## src/rtl/dma_pkg.sv

```systemverilog
// Shared types and constants for the DMA FIFO read-side engine.
package dma_pkg;

  localparam int DEPTH      = 8;
  localparam int PTR_W      = $clog2(DEPTH) + 1;  // index bits plus wrap bit
  localparam int WORD_BYTES = 4;

  typedef enum logic [1:0] {
    IDLE,
    FETCH,
    SEND,
    DONE
  } state_t;

  function automatic logic [PTR_W-1:0] bin2gray(input logic [PTR_W-1:0] b);
    return b ^ (b >> 1);
  endfunction

endpackage

```

## src/rtl/fifo_rptr_empty.sv

```systemverilog
// Read pointer (binary and Gray) and the empty compare against the
// write pointer that has already been synchronized into the read domain.
module fifo_rptr_empty
  import dma_pkg::*;
(
  input  logic             rclk,
  input  logic             rrst_n,
  input  logic             rd_en,
  input  logic [PTR_W-1:0] wptr_gray,
  output logic [PTR_W-1:0] bin_ptr,
  output logic [PTR_W-1:0] gray_ptr,
  output logic             empty
);

  logic [PTR_W-1:0] bin_nxt;

  assign bin_nxt = bin_ptr + PTR_W'(1);

  always_ff @(posedge rclk or negedge rrst_n) begin
    if (!rrst_n) begin
      bin_ptr  <= '0;
      gray_ptr <= '0;
    end else if (rd_en) begin
      bin_ptr  <= bin_nxt;
      gray_ptr <= bin2gray(bin_nxt);
    end
  end

  // Synchronizer lag on wptr_gray makes this compare conservative.
  assign empty = (gray_ptr == wptr_gray);

endmodule

```

## src/rtl/dma_fifo_drain.sv

```systemverilog
// DMA read-side engine: drains the FWFT FIFO and writes each word to an
// incrementing destination address over a valid/ready port.
module dma_fifo_drain #(
  parameter int DATA_W = 32,
  parameter int ADDR_W = 32,
  parameter int LEN_W  = 16,
  parameter int PTR_W  = dma_pkg::PTR_W
) (
  input  logic              rclk,
  input  logic              rrst_n,
  input  logic              start,
  input  logic [ADDR_W-1:0] dst_addr,
  input  logic [LEN_W-1:0]  xfer_len,
  output logic              busy,
  output logic              done,
  input  logic [PTR_W-1:0]  rq_wptr_gray,
  output logic [PTR_W-1:0]  rd_ptr_gray,
  output logic              fifo_empty,
  output logic              rd_enable_fifo,
  output logic [PTR_W-1:0]  b_rd_ptr,
  input  logic [DATA_W-1:0] rd_data,
  output logic              m_valid,
  output logic [ADDR_W-1:0] m_addr,
  output logic [DATA_W-1:0] m_data,
  input  logic              m_ready
);

  dma_pkg::state_t   state, state_nxt;
  logic [ADDR_W-1:0] addr_q;
  logic [LEN_W-1:0]  remaining;
  logic [DATA_W-1:0] data_q;
  logic              accept;
  logic              last_word;
  logic              load;

  fifo_rptr_empty u_rptr (
    .rclk      (rclk),
    .rrst_n    (rrst_n),
    .rd_en     (rd_enable_fifo),
    .wptr_gray (rq_wptr_gray),
    .bin_ptr   (b_rd_ptr),
    .gray_ptr  (rd_ptr_gray),
    .empty     (fifo_empty)
  );

  assign accept    = (state == dma_pkg::SEND) && m_ready;
  assign last_word = (remaining == LEN_W'(1));
  assign load      = (state == dma_pkg::IDLE) && start && (xfer_len != '0);

  always_comb begin
    state_nxt      = state;
    rd_enable_fifo = 1'b0;
    unique case (state)
      dma_pkg::IDLE: begin
        if (start) state_nxt = (xfer_len == '0) ? dma_pkg::DONE : dma_pkg::FETCH;
      end
      dma_pkg::FETCH: begin
        if (!fifo_empty) begin
          rd_enable_fifo = 1'b1;
          state_nxt      = dma_pkg::SEND;
        end
      end
      dma_pkg::SEND: begin
        // The final word never pulls another word out of the FIFO.
        if (m_ready) begin
          if (last_word)        state_nxt = dma_pkg::DONE;
          else if (!fifo_empty) rd_enable_fifo = 1'b1;
          else                  state_nxt = dma_pkg::FETCH;
        end
      end
      dma_pkg::DONE: state_nxt = dma_pkg::IDLE;
    endcase
  end

  always_ff @(posedge rclk or negedge rrst_n) begin
    if (!rrst_n) begin
      state     <= dma_pkg::IDLE;
      addr_q    <= '0;
      remaining <= '0;
      data_q    <= '0;
    end else begin
      state <= state_nxt;
      if (load) begin
        addr_q    <= dst_addr;
        remaining <= xfer_len;
      end else if (accept) begin
        addr_q    <= addr_q + ADDR_W'(dma_pkg::WORD_BYTES);
        remaining <= remaining - LEN_W'(1);
      end
      if (rd_enable_fifo) data_q <= rd_data;
    end
  end

  assign busy    = (state != dma_pkg::IDLE);
  assign done    = (state == dma_pkg::DONE);
  assign m_valid = (state == dma_pkg::SEND);
  assign m_addr  = addr_q;
  assign m_data  = data_q;

endmodule

```

## config.mk

```make
export PLATFORM = sky130hd
export DESIGN_NAME = dma_fifo_drain
export DESIGN_NICKNAME = d
export VERILOG_FILES = /design/src/rtl/dma_pkg.sv /design/src/rtl/fifo_rptr_empty.sv /design/src/rtl/dma_fifo_drain.sv
export SDC_FILE = /design/constraint.sdc
export NUM_CORES = 1
export LEC_CHECK = 0
export CORE_ASPECT_RATIO = 1.75
export CORE_MARGIN = 1
export CORE_UTILIZATION = 40
export DETAILED_ROUTE_END_ITERATION = 10
export GPL_ROUTABILITY_DRIVEN = 0
export HOLD_SLACK_MARGIN = 0.1
export PLACE_DENSITY = 0.81
export SLEW_MARGIN = 20
export SYNTH_ARGS = -nofsm -noshare
export SYNTH_HDL_FRONTEND = slang
export SYNTH_HIERARCHICAL = 1
export SYNTH_SLANG_ARGS = --single-unit
```

## constraint.sdc

```tcl
create_clock -name rclk -period 2.42 [get_ports rclk]
set_input_delay 0.242 -clock rclk [delete_from_list [all_inputs] [get_ports rclk]]
set_output_delay 0.242 -clock rclk [all_outputs]
set_load 0.01 [all_outputs]
```

==> results <==
==> repair_timing <==
action,CTS,global route
pin swaps,4,1
endpoints found under the hold margin,64,0
buffers inserted,2,1
resized for setup,7,4
hold buffers,1,0
endpoints found under the setup margin,1,35
==> final cells by class <==
class	instances	area share
clock buffer	12	0.0382
clock inverter	4	0.00410
inverter	10	0.00559
multi-input combinational	302	0.317
sequential	89	0.332
tap	130	0.0242
timing repair buffer	191	0.279
==> stage by stage <==
stage               instances  utilization
floorplan                 420            -
global placement          718        0.593
detailed placement        718        0.593
CTS                       737        0.622
global route              738        0.624
finish                    738        0.624
==> flip-flops by register name, indices dropped and copies added, names as in the netlist <==
| name | cells |
|---|---|
| m_addr | 32 |
| u_rptr/gray_ptr | 3 |
| remaining | 16 |
| state | 2 |
| m_data | 32 |
| u_rptr/bin_ptr | 4 |
==> report_power, final <==
group	switching [uW]	total [uW]	internal [uW]	leakage [uW]
Sequential	695	2940	2250	0.00108
Combinational	1830	4250	2420	0.00146
Clock	578	1330	751	0.000131
==> per-layer routing <==
layer / track usage / up-vias / wire [um]
li1: - / 1828 / -
met1: 0.238 / 1885 / 4610
met2: 0.389 / 111 / 6640
met3: 0.0354 / 36 / 458
met4: 0.131 / 0 / 521
met5: 0 / - / 0
==> tightest hold or removal path, stage by stage <==
cell and delay (ps):
clkdlybuf4s50_1 400, nand2_1 50, o21ai_1 50
==> kinds of logic after synthesis <==
group / Yosys count / share of synthesized area
flip-flops: 89 / 0.500
XOR/XNOR: 55 / 0.108
AO/OA/AOI/OAI: 58 / 0.0749
adder cells (fa/ha/maj): 9 / 0.0253
multiplexers: 42 / 0.107
buffers and inverters: 29 / 0.0309
AND/OR/NAND/NOR: 138 / 0.155
==> final timing paths <==
check,slack (ps),start,cells past startpoint,endpoint
max,110,u_rptr/bin_ptr[3]$_DFFE_PN0P_,4,fifo_empty
min,440,dst_addr[25],3,m_addr[25]$_DFFE_PN0P_
max reg2reg,120,remaining[3]$_DFFE_PN0P_,7,m_data[31]$_DFFE_PN0P_
min reg2reg,490,m_data[5]$_DFFE_PN0P_,1,m_data[5]$_DFFE_PN0P_
max in group asynchronous,1120,rrst_n,3,m_addr[0]$_DFFE_PN0P_
min in group asynchronous,550,rrst_n,2,m_data[18]$_DFFE_PN0P_
==> layout by cell type, fill, tap and decap left out, types with 3 or more instances in the layout <==
cell type,instances
and3_1,3
buf_4,24
clkbuf_16,9
clkdlybuf4s50_1,162
clkinvlp_4,3
dfrtp_1,89
ha_1,8
inv_1,9
mux2_1,32
mux2_2,8
nand2_1,61
nand3_1,8
nand4_1,20
nor2_1,14
nor3_1,7
nor4_1,8
o21ai_0,31
o21ai_1,14
xnor2_1,20
xor2_1,35
==> impl_metrics.tcl <==
set metrics [dict create \
    synth_edf_count 0 \
    crit_fanout 5 \
    cts_buffers 9 \
    ys_warn_count 6 \
    grt_pass1_wl_um 19300 \
    start_util 0.414 \
    ys_types 45 \
    portBuffers 164 \
    synth_common_cells "89 x dfrtp_1, 61 x nand2_1, 35 x xor2_1" \
    core_area_um2 10800 \
    firstDrtPassIters 4 \
    place_area_um2 6380 \
    worst_slack_ps 109 \
    clkTransAtPathRegs_ps 60 \
    crit_required_ps 2180 \
    die_h_um 142 \
    grt_remaining_overflow 0 \
    synthTopCellsByArea "dfrtp_1 50%, mux2_1 8.1%, xor2_1 6.9%" \
    rows 50 \
    setup_violations 0 \
    min_period_ps 2310 \
    viasPerCell 5.23 \
    timing.hold.ws_ps 444 \
    grt_max_degree 67 \
    leakagePower_uw 0.00267 \
    syn_area_per_cell_um2 10.6 \
    cts_tree "done" \
    maxSlewHeadroom 0.432 \
    ir_drop_v 0.000821 \
    worstPathArrival_ps 2070 \
    final_nets 700 \
    p_per_area_nw_per_um2 1270 \
    drive_gt1_frac 0.104 \
    area_growth_syn_to_layout_pct 50.6 \
    drv_cap 0 \
    die_w_um 81.8 \
    ant_nets 0 \
    totalPowerFinal_uw 8520 \
    ios 165 \
    synth_top_area_share 0.500 \
    diodes 0 \
    hpwl_um 9150 \
    crit_chain "xor2_1, nor4_2, buf_4, clkdlybuf4s50_1" \
    clock-sinks 89 \
    critPathSlowestCell "clkdlybuf4s50_1" \
    finalCritPeriodShare 0.955 \
    finalWirelength_um 12200 \
    min-delay-path-class "primary input to flip-flop" \
    ctsRootBufferMaster "clkbuf_16" \
    seq_area_frac_synth 0.500 \
    num-fill-cells 871 \
    crit_buf_inv 2 \
    slew_violations 0 \
    drc_errors 0 \
    antenna_found_initial 0 \
    htree_levels 3 \
    num_vias 3860 \
    avgRoutedWirePerCell_um 16.6 \
    finalClockSkew_ps 6.49 \
    ys_seq_elements 89 \
    grt_usage 0.220 \
    synthCells 420 \
    post-place-ws_ps 79.7 \
    timing.setup.tns_ps 0 \
    fin_area_um2 6720 \
    critPathTopFamily "buffers and inverters" \
    drt_iter0_drc 109 \
    finalHoldViolations 0 \
    clkLatencyLatePin_ps 340 \
    synthArstFlopShare 1.00 \
    yosys.area.top_type "dfrtp_1" \
    synth-main-ff-cell "dfrtp_1" \
    critPathLaunchType "flip-flop" \
    end_kind "primary output" \
    critPathKind "flip-flop to primary output" \
    seqCellArea_um2 2230 \
    clockBufferDepth 2 \
    dieArea_um2 11600 \
    synth_most_common_cell "dfrtp_1" \
    multiInputGateArea_um2 2130 \
    cpPeakStageDelay_ps 570 \
    synth_fp_nets 517 \
    worst_slew_pin_slew_ps 851 \
    rsz0062_at_grt "false" \
    timing.fmax_ghz 0.433 \
    first_global_vias 4049 \
    syn-cell-area_um2 4460 \
    status "complete, no violations" \
]
(Power assumes the default switching activity.)
